### config.mk
export PLATFORM = sky130hd
export DESIGN_NAME = fetch_unit
export DESIGN_NICKNAME = d
export VERILOG_FILES = /design/src/rtl/nes_cpu_pkg.sv /design/src/rtl/fetch_queue.sv /design/src/rtl/fetch_unit.sv
export SDC_FILE = /design/constraint.sdc
export NUM_CORES = 1
export LEC_CHECK = 0
export ABC_AREA = 1
export CORE_ASPECT_RATIO = 1.5
export CORE_MARGIN = 5
export CORE_UTILIZATION = 30
export CTS_BUF_LIST = sky130_fd_sc_hd__clkbuf_2
export CTS_CLUSTER_DIAMETER = 150
export DETAILED_ROUTE_END_ITERATION = 10
export PLACE_DENSITY = 0.55
export SYNTH_ARGS = -nofsm -noshare
export SYNTH_HDL_FRONTEND = slang
export SYNTH_HIERARCHICAL = 1
export SYNTH_SLANG_ARGS = --single-unit
export TNS_END_PERCENT = 1
### constraint.sdc
create_clock -name clk_i -period 6.2 [get_ports clk_i]
set_input_delay 0.62 -clock clk_i [delete_from_list [all_inputs] [get_ports clk_i]]
set_output_delay 0.62 -clock clk_i [all_outputs]
set_load 0.01 [all_outputs]
### src/rtl/nes_cpu_pkg.sv
`timescale 1ns/1ps
// nes_cpu_pkg
// Shared constants and decode helpers for the NES CPU front end.
//   MEM_ADDR_SIZE  : width of a byte address on the CPU bus
//   BYTE           : width of one memory byte
//   QDEPTH_DEFAULT : default depth of the fetch byte queue
//   addr_mode_e    : 6502 addressing modes, plus BRK and undefined opcodes
//   addr_mode()    : classifies an opcode byte into its addressing mode
//   instr_len()    : instruction length in bytes (1..3) for an opcode byte
package nes_cpu_pkg;

  localparam int MEM_ADDR_SIZE  = 16;
  localparam int BYTE           = 8;
  localparam int QDEPTH_DEFAULT = 4;

  typedef enum logic [3:0] {
    AM_IMP,
    AM_ACC,
    AM_IMM,
    AM_ZP,
    AM_ZPX,
    AM_ZPY,
    AM_INDX,
    AM_INDY,
    AM_REL,
    AM_ABS,
    AM_ABSX,
    AM_ABSY,
    AM_IND,
    AM_BRK,
    AM_UNDEF
  } addr_mode_e;

  // The 6502 opcode map is laid out as aaa_bbb_cc: cc picks the opcode
  // group, bbb mostly picks the addressing mode within the group, and aaa
  // picks the operation. Holes in the official map decode to AM_UNDEF.
  function automatic addr_mode_e addr_mode(input logic [BYTE-1:0] op);
    logic [2:0] a;
    logic [2:0] b;
    logic [1:0] c;
    addr_mode_e m;
    a = op[7:5];
    b = op[4:2];
    c = op[1:0];
    m = AM_UNDEF;
    case (c)
      2'b01: begin
        case (b)
          3'b000: m = AM_INDX;
          3'b001: m = AM_ZP;
          3'b010: m = (op == 8'h89) ? AM_UNDEF : AM_IMM;
          3'b011: m = AM_ABS;
          3'b100: m = AM_INDY;
          3'b101: m = AM_ZPX;
          3'b110: m = AM_ABSY;
          default: m = AM_ABSX;
        endcase
      end
      2'b10: begin
        case (b)
          3'b000: m = (op == 8'hA2) ? AM_IMM : AM_UNDEF;
          3'b001: m = AM_ZP;
          // ASL/ROL/LSR/ROR act on A; TXA/TAX/DEX/NOP are implied
          3'b010: m = (a <= 3'd3) ? AM_ACC : AM_IMP;
          3'b011: m = AM_ABS;
          3'b100: m = AM_UNDEF;
          // STX/LDX index with Y instead of X
          3'b101: m = (a == 3'd4 || a == 3'd5) ? AM_ZPY : AM_ZPX;
          3'b110: m = (op == 8'h9A || op == 8'hBA) ? AM_IMP : AM_UNDEF;
          default: begin
            if (op == 8'hBE)      m = AM_ABSY;
            else if (op == 8'h9E) m = AM_UNDEF;
            else                  m = AM_ABSX;
          end
        endcase
      end
      2'b00: begin
        case (b)
          3'b000: begin
            case (a)
              3'd0:    m = AM_BRK;
              3'd1:    m = AM_ABS;   // JSR
              3'd2:    m = AM_IMP;   // RTI
              3'd3:    m = AM_IMP;   // RTS
              3'd4:    m = AM_UNDEF;
              default: m = AM_IMM;   // LDY/CPY/CPX #imm
            endcase
          end
          3'b001: m = (a == 3'd1 || a >= 3'd4) ? AM_ZP : AM_UNDEF;
          3'b010: m = AM_IMP;
          3'b011: begin
            if (a == 3'd0)      m = AM_UNDEF;
            else if (a == 3'd3) m = AM_IND;    // JMP (ind)
            else                m = AM_ABS;
          end
          3'b100: m = AM_REL;
          3'b101: m = (a == 3'd4 || a == 3'd5) ? AM_ZPX : AM_UNDEF;
          3'b110: m = AM_IMP;
          default: m = (op == 8'hBC) ? AM_ABSX : AM_UNDEF;
        endcase
      end
      default: m = AM_UNDEF;
    endcase
    return m;
  endfunction

  function automatic logic [1:0] instr_len(input logic [BYTE-1:0] op);
    logic [1:0] len;
    case (addr_mode(op))
      AM_IMM, AM_ZP, AM_ZPX, AM_ZPY, AM_INDX, AM_INDY, AM_REL:
        len = 2'd2;
      AM_ABS, AM_ABSX, AM_ABSY, AM_IND:
        len = 2'd3;
      default:
        len = 2'd1;
    endcase
    return len;
  endfunction

endpackage

### src/rtl/fetch_queue.sv
`timescale 1ns/1ps
// fetch_queue
// Circular byte queue feeding the instruction assembler. Up to one byte
// is pushed and up to three bytes are popped per cycle; a flush empties
// the queue and drops any push in the same cycle.
// Ports:
//   clk_i, rst_i      : clock, asynchronous active-high reset
//   flush_i           : empty the queue (wins over push and pop)
//   push_i            : write push_data_i at the tail
//   push_data_i       : byte to push
//   pop_cnt_i         : number of bytes (0..3) to drop from the head
//   count_o           : current occupancy, 0..DEPTH
//   head0_o..head2_o  : the three bytes at the head (only the first
//                       count_o of them are meaningful)
module fetch_queue
  import nes_cpu_pkg::*;
#(
  parameter int DEPTH = QDEPTH_DEFAULT,
  localparam int CW   = $clog2(DEPTH + 1)
) (
  input  logic            clk_i,
  input  logic            rst_i,
  input  logic            flush_i,
  input  logic            push_i,
  input  logic [BYTE-1:0] push_data_i,
  input  logic [1:0]      pop_cnt_i,
  output logic [CW-1:0]   count_o,
  output logic [BYTE-1:0] head0_o,
  output logic [BYTE-1:0] head1_o,
  output logic [BYTE-1:0] head2_o
);

  localparam int PW = $clog2(DEPTH);

  logic [BYTE-1:0] mem_q [DEPTH];
  logic [PW-1:0]   rd_ptr_q, rd_ptr_d;
  logic [PW-1:0]   wr_ptr_q, wr_ptr_d;
  logic [CW-1:0]   count_q, count_d;
  logic [PW-1:0]   rd_ptr_p1, rd_ptr_p2;

  // DEPTH is a power of two, so pointer arithmetic wraps naturally.
  always_comb begin
    rd_ptr_d = rd_ptr_q + PW'(pop_cnt_i);
    wr_ptr_d = push_i ? (wr_ptr_q + PW'(1)) : wr_ptr_q;
    count_d  = count_q - CW'(pop_cnt_i) + CW'(push_i);
    if (flush_i) begin
      rd_ptr_d = '0;
      wr_ptr_d = '0;
      count_d  = '0;
    end
  end

  always_ff @(posedge clk_i or posedge rst_i) begin
    if (rst_i) begin
      rd_ptr_q <= '0;
      wr_ptr_q <= '0;
      count_q  <= '0;
    end else begin
      rd_ptr_q <= rd_ptr_d;
      wr_ptr_q <= wr_ptr_d;
      count_q  <= count_d;
    end
  end

  // Storage needs no reset: bytes are only observed through count_q.
  always_ff @(posedge clk_i) begin
    if (push_i && !flush_i) begin
      mem_q[wr_ptr_q] <= push_data_i;
    end
  end

  always_comb begin
    rd_ptr_p1 = rd_ptr_q + PW'(1);
    rd_ptr_p2 = rd_ptr_q + PW'(2);
  end

  assign count_o = count_q;
  assign head0_o = mem_q[rd_ptr_q];
  assign head1_o = mem_q[rd_ptr_p1];
  assign head2_o = mem_q[rd_ptr_p2];

endmodule

### src/rtl/fetch_unit.sv
`timescale 1ns/1ps
// fetch_unit
// Byte-wide instruction prefetcher for a 6502-style core. Reads one byte
// per cycle from a fixed one-cycle-latency memory into a small queue and
// presents whole instructions (1..3 bytes) to decode.
// Ports:
//   clk_i, rst_i     : clock, asynchronous active-high reset
//   mem_rd_o         : byte read request
//   mem_addr_o       : read address (fetch PC)
//   mem_data_i       : read data, one cycle after mem_rd_o
//   redirect_i       : branch/jump/interrupt redirect pulse
//   redirect_pc_i    : new fetch address for the redirect
//   instr_valid_o    : a complete instruction is presented
//   instr_ready_i    : decode accepts the presented instruction
//   instr_o          : {operand2, operand1, opcode}, unused bytes zero
//   instr_len_o      : instruction length 1..3
//   instr_pc_o       : address of the opcode byte
//
// Handshake: an instruction transfers on every rising edge where
// instr_valid_o and instr_ready_i are both high. instr_valid_o does not
// depend on instr_ready_i, and once raised it stays high with instr_o,
// instr_len_o and instr_pc_o unchanged until the transfer happens (a
// redirect or reset is the only thing that may withdraw it).
module fetch_unit
  import nes_cpu_pkg::*;
#(
  parameter logic [MEM_ADDR_SIZE-1:0] RESET_PC = '0,
  parameter int                       QDEPTH   = QDEPTH_DEFAULT
) (
  input  logic                     clk_i,
  input  logic                     rst_i,
  output logic                     mem_rd_o,
  output logic [MEM_ADDR_SIZE-1:0] mem_addr_o,
  input  logic [BYTE-1:0]          mem_data_i,
  input  logic                     redirect_i,
  input  logic [MEM_ADDR_SIZE-1:0] redirect_pc_i,
  output logic                     instr_valid_o,
  input  logic                     instr_ready_i,
  output logic [3*BYTE-1:0]        instr_o,
  output logic [1:0]               instr_len_o,
  output logic [MEM_ADDR_SIZE-1:0] instr_pc_o
);

  localparam int CW = $clog2(QDEPTH + 1);
  localparam int OW = CW + 1;

  logic [MEM_ADDR_SIZE-1:0] fetch_pc_q, fetch_pc_d;
  logic [MEM_ADDR_SIZE-1:0] pc_q, pc_d;
  logic                     inflight_q, inflight_d;

  logic [CW-1:0]   count;
  logic [BYTE-1:0] head0, head1, head2;
  logic [1:0]      head_len;
  logic            valid;
  logic            fire;
  logic [1:0]      pop_cnt;
  logic [OW-1:0]   occ_after;
  logic            issue;

  fetch_queue #(
    .DEPTH (QDEPTH)
  ) u_queue (
    .clk_i       (clk_i),
    .rst_i       (rst_i),
    .flush_i     (redirect_i),
    .push_i      (inflight_q),
    .push_data_i (mem_data_i),
    .pop_cnt_i   (pop_cnt),
    .count_o     (count),
    .head0_o     (head0),
    .head1_o     (head1),
    .head2_o     (head2)
  );

  // An empty queue has no meaningful head byte; report length 1 so the
  // length output is well defined and valid needs at least one byte.
  always_comb begin
    head_len = (count == '0) ? 2'd1 : instr_len(head0);
    valid    = (count >= CW'(head_len));
    fire     = valid && instr_ready_i;
    pop_cnt  = fire ? head_len : 2'd0;
  end

  // Issue only if every byte already owned (queued after this cycle's pop,
  // plus the one in flight) and the new one still fit in the queue. This
  // is what makes queue overflow impossible. Reset gates the request
  // directly so the first read goes out as soon as reset drops.
  always_comb begin
    occ_after = OW'(count) - OW'(pop_cnt) + OW'(inflight_q) + OW'(1);
    issue     = !rst_i && !redirect_i && (occ_after <= OW'(QDEPTH));
  end

  // A redirect overrides the PC advance of a same-cycle handshake: the
  // accepted instruction is gone, and the queue restarts at the target.
  // Dropping inflight_q squashes the return that lands in the redirect
  // cycle (the queue flush discards that push).
  always_comb begin
    fetch_pc_d = fetch_pc_q;
    pc_d       = pc_q;
    inflight_d = issue;
    if (issue) begin
      fetch_pc_d = fetch_pc_q + MEM_ADDR_SIZE'(1);
    end
    if (fire) begin
      pc_d = pc_q + MEM_ADDR_SIZE'(head_len);
    end
    if (redirect_i) begin
      fetch_pc_d = redirect_pc_i;
      pc_d       = redirect_pc_i;
      inflight_d = 1'b0;
    end
  end

  always_ff @(posedge clk_i or posedge rst_i) begin
    if (rst_i) begin
      fetch_pc_q <= RESET_PC;
      pc_q       <= RESET_PC;
      inflight_q <= 1'b0;
    end else begin
      fetch_pc_q <= fetch_pc_d;
      pc_q       <= pc_d;
      inflight_q <= inflight_d;
    end
  end

  // Operand bytes beyond the instruction length are forced to zero so
  // decode never sees the next instruction's bytes.
  always_comb begin
    instr_o = '0;
    if (valid) begin
      instr_o[BYTE-1:0] = head0;
      if (head_len >= 2'd2) instr_o[2*BYTE-1:BYTE]   = head1;
      if (head_len == 2'd3) instr_o[3*BYTE-1:2*BYTE] = head2;
    end
  end

  assign mem_rd_o      = issue;
  assign mem_addr_o    = fetch_pc_q;
  assign instr_valid_o = valid;
  assign instr_len_o   = head_len;
  assign instr_pc_o    = pc_q;

endmodule

==> results of run 1 <==
## per-layer routing
layer | global-route usage [%] | share of wire (%)
met2 | 26.7 | 49
met5 | 0 | 0
met4 | 8.22 | 4.9
met3 | 3.50 | 5.0
met1 | 18.0 | 41
## area by class of cell
type,count,area [um2],area share [%]
multi-input cells,514,2610,41.5
flip-flops and latches,72,1960,31.2
clock inverters,7,65.1,1.03
repair buffers,102,998,15.9
clock buffers,9,45.0,0.716
well taps,206,258,4.10
inverters,92,350,5.57
diodes,1,2.50,0.0398
## cells by family after synthesis
kind of cell	Yosys count	synth area share, %
AOI/OAI and AO/OA	90	10.4
xor gates and xnor gates	9	1.59
adders and majority gates	20	5.64
buffers and inverters	110	9.52
DFF	72	39.5
and+or+nand+nor	395	33.4
## Yosys cell counts (2+ instances only)
cell / count / area, um2
nand2_1: 233 / 875
inv_1: 82 / 308
nor2_1: 69 / 259
nand3_1: 51 / 255
dfrtp_1: 40 / 1000
edfxtp_1: 32 / 961
o21ai_0: 28 / 140
o21ai_1: 26 / 130
ha_1: 16 / 200
nor2_2: 14 / 87.6
nor3_1: 14 / 70.1
a21oi_1: 12 / 60.1
o211ai_1: 12 / 90.1
inv_2: 8 / 30.0
buf_2: 6 / 30.0
nand2_2: 6 / 37.5
o221ai_1: 6 / 52.6
buf_4: 5 / 37.5
xnor2_1: 5 / 43.8
fa_1: 4 / 80.1
xor2_1: 4 / 35.0
a31oi_1: 3 / 18.8
buf_6: 3 / 33.8
clkbuf_1: 2 / 7.51
clkinv_1: 2 / 7.51
nand4_1: 2 / 12.5
nor2_4: 2 / 22.5
## power by group through the flow
stage	Sequential [W]	Clock, W	Combinational [W]
after floorplan	0.000759	0	0.00152
after global placement	0.000758	0	0.00251
after detailed placement	0.000753	0	0.00251
after CTS	0.000746	0.000270	0.00254
after global routing	0.000769	0.000292	0.00290
final	0.000746	0.000258	0.00256
## worst max-delay path: cells and delay by family, from the launching register on
| kind | cells | cell delay (ns) |
|---|---|---|
| simple gates | 14 | 1.37 |
| fa+ha+maj | 4 | 1.26 |
| buf+inv | 6 | 0.91 |
| flops | 1 | 0.58 |
| compound gates | 3 | 0.39 |
## metrics by stage
step | instances | total power, W | worst slack (ns)
2_1_floorplan | 696 | 0.00228 | 0.569
3_3_place_gp | 983 | 0.00327 | 0.412
3_5_place_dp | 983 | 0.00326 | 0.339
4_1_cts | 999 | 0.00355 | 0.00536
5_1_grt | 1003 | 0.00396 | 0.0191
6_report | 1003 | 0.00357 | 0.549
## state kept, by name, indices dropped and copies added, names as in the netlist
name              cells
inflight_q            1
mem_addr_o           16
u_queue/wr_ptr_q      2
u_queue/rd_ptr_q      2
u_queue/mem_q        32
u_queue/count_o       3
instr_pc_o           16
## repair_timing
item,4_1_cts,5_1_grt
buffers inserted,0,3
endpoints found under the setup margin,1,1
resized for setup,9,14
endpoints found under the hold margin,0,0
## path summary, 6_finish.rpt
kind                       slack [ns]             endpoint                start  cells after the start
hold reg to reg                  0.59        mem_addr_o[8]        mem_addr_o[8]                      2
setup reg to reg                 0.91        mem_addr_o[0]  u_queue/rd_ptr_q[1]                     33
max in group asynchronous        4.99        mem_addr_o[3]                rst_i                      3
hold / removal                   0.43  u_queue/rd_ptr_q[0]                rst_i                      2
setup / recovery                 0.55             mem_rd_o  u_queue/rd_ptr_q[1]                     27
min in group clk_i               0.59        mem_addr_o[8]        mem_addr_o[8]                      2
==> summary.txt, run 1 <==
Total Routing Usage GR: 15.7%
first-pass GRT wire length: 24.1 mm
Post-Syn Nets: 744
Clock Pin Slew Worst Setup and Hold Paths: 0.21 ns
clk buf depth: 2
sw frac: 51.5%
Core ar.: 0.0163 mm2
CP peak stage delay: 0.58 ns
fin area: 0.00629 mm2
Post-Syn Area: 0.00497 mm2
share of cells above drive strength 1: 10.2%
final clock period utilization by the worst path: 91.1%
Slew headroom: 45.6%
Post-Syn Instances: 696
HPWL Detailed: 11.4 mm
Distinct cells, synth: 36
max-slew violations: 0
final hold slack: 0.432 ns
Max Cap Viol: 0
actual slew at the worst max-slew pin: 0.812 ns
area delta synth->final: 26.7%
# setup viols final: 0
synthesized flop and latch total: 72
Startpoint Class: register
ANT nets after route: 0
outcome: complete, no violations
vias in the first global route: 4837
IO Port Bufs: 87
Horiz. Die Dim: 115 um
Pre-antenna DRT Iters: 4
CP Max Fanout: 15
CTS tree: yes
Syn. warnings: 6
Skew-Pair Late Insertion Delay: 0.55 ns
ys flop type: dfrtp_1
Pleak: 2.83 nW
Nets: 839
Crit Path Category: register to primary output
clk_skew: 0.0303 ns
via count: 4694
PwrDens: 567 mW/mm2
count of flip-flops with a built-in enable after synthesis: 32
Reg power frac: 20.9%
Setup Total Neg Slack: 0 ns
most frequent cells in the layout: nand2_1 (232), clkdlybuf4s50_1 (86), inv_1 (80)
Critical Path AT: 5.03 ns
DRC viols: 0
Post-synth ARST share: 55.6%
Avg Cell Area, Syn: 7.14 um2
Ports: 88
largest net degree at the start of global routing: 56
Net Sw Power: 0.00184 W
Seq/Total Area, Yosys: 39.5%
Initial Util: 30.6%
Int Pwr: 0.00173 W
Comb pwr share: 71.9%
Max IR drop VDD: 0.385 mV
post-DR vias/cell: 4.68
clock power share: 7.2%
H-Tree Depth: 3
Num Clock Sinks: 72
Post-DP Area: 0.00607 mm2
DR iter-0 viols: 263
initial antenna violation count: 1
most common library cell in the layout ignoring fill and taps: nand2_1
Slowest-stage cell, CP: dfrtp_1
CP endpoint kind: primary output
Hold Vio Cnt, Final: 0
root buffer cell: clkbuf_2
Tmin final: 5.65 ns
routed len/inst: 14.3 um
num rows: 57
Remaining Overflow, GRT: 0
GP Congestion: 0.909
die area: 0.0193 mm2
Final Util: 38.7%
Num CTS Buffers: 9
Required @ worst endpoint: 5.58 ns
Routed Wire Length: 14.4 mm
hold buffer count at cts: 0
die extent in y: 168 um
worst hold path class: input port to async pin
FMAX: 177 MHz
Worst path most repeated cell: nand2_1
Fill cells: 1722
RSZ-0062 raised after global routing: no
Power figures use the tool's default switching activity.
==> inputs of run 2 (changes only) <==
--- a/config.mk
+++ b/config.mk
@@ -13,6 +13,7 @@
 export CTS_CLUSTER_DIAMETER = 150
 export DETAILED_ROUTE_END_ITERATION = 10
 export PLACE_DENSITY = 0.55
+export SLEW_MARGIN = 20
 export SYNTH_ARGS = -nofsm -noshare
 export SYNTH_HDL_FRONTEND = slang
 export SYNTH_HIERARCHICAL = 1
==> results of run 2 <==
The final DEF is identical to that of run 1; final timing and power are the same.
==> inputs of run 3 (changes only) <==
--- a/config.mk
+++ b/config.mk
@@ -13,6 +13,7 @@
 export CTS_CLUSTER_DIAMETER = 150
 export DETAILED_ROUTE_END_ITERATION = 10
 export PLACE_DENSITY = 0.55
+export REMOVE_ABC_BUFFERS = 1
 export SLEW_MARGIN = 20
 export SYNTH_ARGS = -nofsm -noshare
 export SYNTH_HDL_FRONTEND = slang
==> summary.txt, run 3 (synthesized netlist as in run 1, its figures left out) <==
outcome: complete, no violations
largest net degree at the start of global routing: 34 (-39%)
final clock period utilization by the worst path: 91.9% (+0.75 points)
CP Buf/Inv Count: 6 (unchanged)
post-DR vias/cell: 4.77 (+1.8%)
Tmin final: 5.70 ns (+0.0465 ns)
max-slew violations: 0 (unchanged)
Routed Wire Length: 14.5 mm (+0.56%)
PwrDens: 567 mW/mm2 (about the same)
Worst path most repeated cell: nand2_1
CP Max Fanout: 11 (-4)
Reg power frac: 20.8% (about the same)
via count: 4828 (+2.9%)
Place WS: 0.138 ns (-0.202 ns)
H-Tree Depth: 3 (unchanged)
clk buf depth: 2 (unchanged)
num rows: 57 (unchanged)
R2R Setup Slk: 1.17 ns (+0.26 ns)
max reg flops: 32 (unchanged)
Skew-Pair Late Insertion Delay: 0.53 ns (-0.02 ns)
HPWL Detailed: 11.2 mm (-1.7%)
Num CTS Buffers: 9 (unchanged)
Clock Pin Slew Worst Setup and Hold Paths: 0.19 ns (-0.02 ns)
FMAX: 176 MHz (-0.82%)
Nets: 849 (+1.2%)
IO Port Bufs: 87 (unchanged)
Crit Path Category: register to primary output
DRC viols: 0 (unchanged)
# setup viols final: 0 (unchanged)
worst reg-to-reg path cell count: 34 (+3.0%)
delay-heaviest family, CP: simple AND/OR/NAND/NOR gates
Setup Total Neg Slack: 0 ns (unchanged)
Startpoint Class: register
Num Clock Sinks: 72 (unchanged)
Largest Register: u_queue/mem_q
clock power share: 6.2% (-1.0 points)
die extent in y: 168 um (unchanged)
Remaining Overflow, GRT: 0 (unchanged)
routed len/inst: 14.3 um (-0.43%)
Comb pwr share: 73.0% (+1.1 points)
CP endpoint kind: primary output
actual slew at the worst max-slew pin: 0.839 ns (+0.0269 ns)
Max IR drop VDD: 0.395 mV (+2.8%)
Max Cap Viol: 0 (unchanged)
initial antenna violation count: 1 (unchanged)
Pwr Total: 0.00358 W (+0.42%)
first-pass GRT wire length: 23.4 mm (-3.1%)
Critical Path AT: 5.08 ns (+0.05 ns)
hold buffer count at cts: 0 (unchanged)
root buffer cell: clkbuf_2
Int Pwr: 0.00175 W (+1.3%)
Net Sw Power: 0.00183 W (-0.42%)
area delta synth->final: 27.3%
clk_skew: 0.0473 ns (+0.0170 ns)
Ports: 88 (unchanged)
Pleak: 2.88 nW (+1.9%)
Required @ worst endpoint: 5.58 ns (about the same)
die area: 0.0193 mm2 (unchanged)
Slew headroom: 43.8% (-1.8 points)
worst hold path class: input port to async pin
CTS tree: yes
Hold Vio Cnt, Final: 0 (unchanged)
vias in the first global route: 4750 (-1.8%)
Total Routing Usage GR: 15.2% (-0.44 points)
Slowest-stage cell, CP: dfrtp_2
ANT nets after route: 0 (unchanged)
sw frac: 51.1% (-0.43 points)
RSZ-0062 raised after global routing: no
share of cells above drive strength 1: 11.4% (+1.2 points)
final setup margin: 0.502 ns (-0.0465 ns)
Core ar.: 0.0163 mm2 (unchanged)
Initial Util: 30.6% (unchanged)
most frequent cells in the layout: nand2_1 (231), clkdlybuf4s50_1 (86), inv_1 (80)
CP peak stage delay: 0.51 ns (-0.07 ns)
GP Congestion: 0.876 (-3.7%)
Worst R2R End: mem_addr_o[2]
most common library cell in the layout ignoring fill and taps: nand2_1
Pre-antenna DRT Iters: 5 (+1)
Horiz. Die Dim: 115 um (unchanged)
worst reg2reg path startpoint: u_queue/rd_ptr_q[0]
DR iter-0 viols: 273 (+3.8%)
[run 3: cell types whose count changed in the layout (fill, tap and decap cells not counted), moves of 2 or more]
| cell | before | now |
|---|---|---|
| buf_4 | 14 | 24 |
| clkinv_2 | 0 | 3 |
| clkinvlp_4 | 3 | 0 |
| dfrtp_1 | 40 | 38 |
| dfrtp_2 | 0 | 2 |
| inv_2 | 8 | 12 |
| inv_6 | 3 | 0 |
| nor2_1 | 66 | 68 |
| nor2_2 | 16 | 13 |
| o21ai_2 | 5 | 8 |
| o21ai_4 | 3 | 1 |
[run 3: repair_timing]
item                                    CTS  global route
resized for setup                         9            12
endpoints found under the setup margin    1             1
hold endpoints to repair                  0             0
pin swaps                                 2             3
setup buffers                             5             4
[run 3: final cells by class]
type                            count  area (um2)
Antenna cell                        1        2.50
Multi-Input combinational cell    514        2600
Sequential cell                    72        1960
Inverter                           92         345
Clock buffer                        9        45.0
Fill cell                        1758        9940
Tap cell                          206         258
Clock inverter                      7        37.5
Timing Repair Buffer              112        1070
[run 3: per-layer routing]
layer / routed length (um) / global-route usage [%]
met1: 5990 / 17.3
met2: 7360 / 26.9
met3: 625 / 3.00
met4: 469 / 7.25
met5: 0 / 0
[run 3: worst max-delay path by stage]
stage	from	to	slack, ns	depth (start not counted)
after global routing	u_queue/rd_ptr_q[0]	mem_rd_o	0.01	31
after detailed placement	u_queue/rd_ptr_q[0]	mem_rd_o	0.14	27
after global placement	u_queue/rd_ptr_q[0]	mem_rd_o	0.14	27
after floorplan	u_queue/rd_ptr_q[0]	mem_rd_o	-0.24	24
final	u_queue/rd_ptr_q[0]	mem_rd_o	0.50	28
after CTS	u_queue/rd_ptr_q[0]	mem_rd_o	0.006	31
[run 3: power groups by stage]
stage / clock network [W] / logic, W / registers (W)
2_1_floorplan: 0 / 0.00141 / 0.000787
3_3_place_gp: 0 / 0.00255 / 0.000759
3_5_place_dp: 0 / 0.00253 / 0.000756
4_1_cts: 0.000235 / 0.00259 / 0.000747
5_1_grt: 0.000251 / 0.00291 / 0.000770
6_report: 0.000220 / 0.00262 / 0.000746
[run 3: per-stage QoR]
stage          instances  hold slack (ns)  utilization [%]  instance area, um2
6_report            1013            0.404             38.9                6320
5_1_grt             1013            0.415             38.9                6320
4_1_cts             1008            0.341             38.4                6250
3_5_place_dp         987            0.545             37.5                6100
3_3_place_gp         987            0.537             37.5                6100
2_1_floorplan        678            0.423                -                4840
[run 3: worst register-to-register path, delay by kind of cell, from the launching register on]
family,cells,cell delay [ns]
simple gates,17,1.78
fa+ha+maj,4,1.07
buf+inv,7,0.89
compound gates,6,0.74
flops,1,0.51
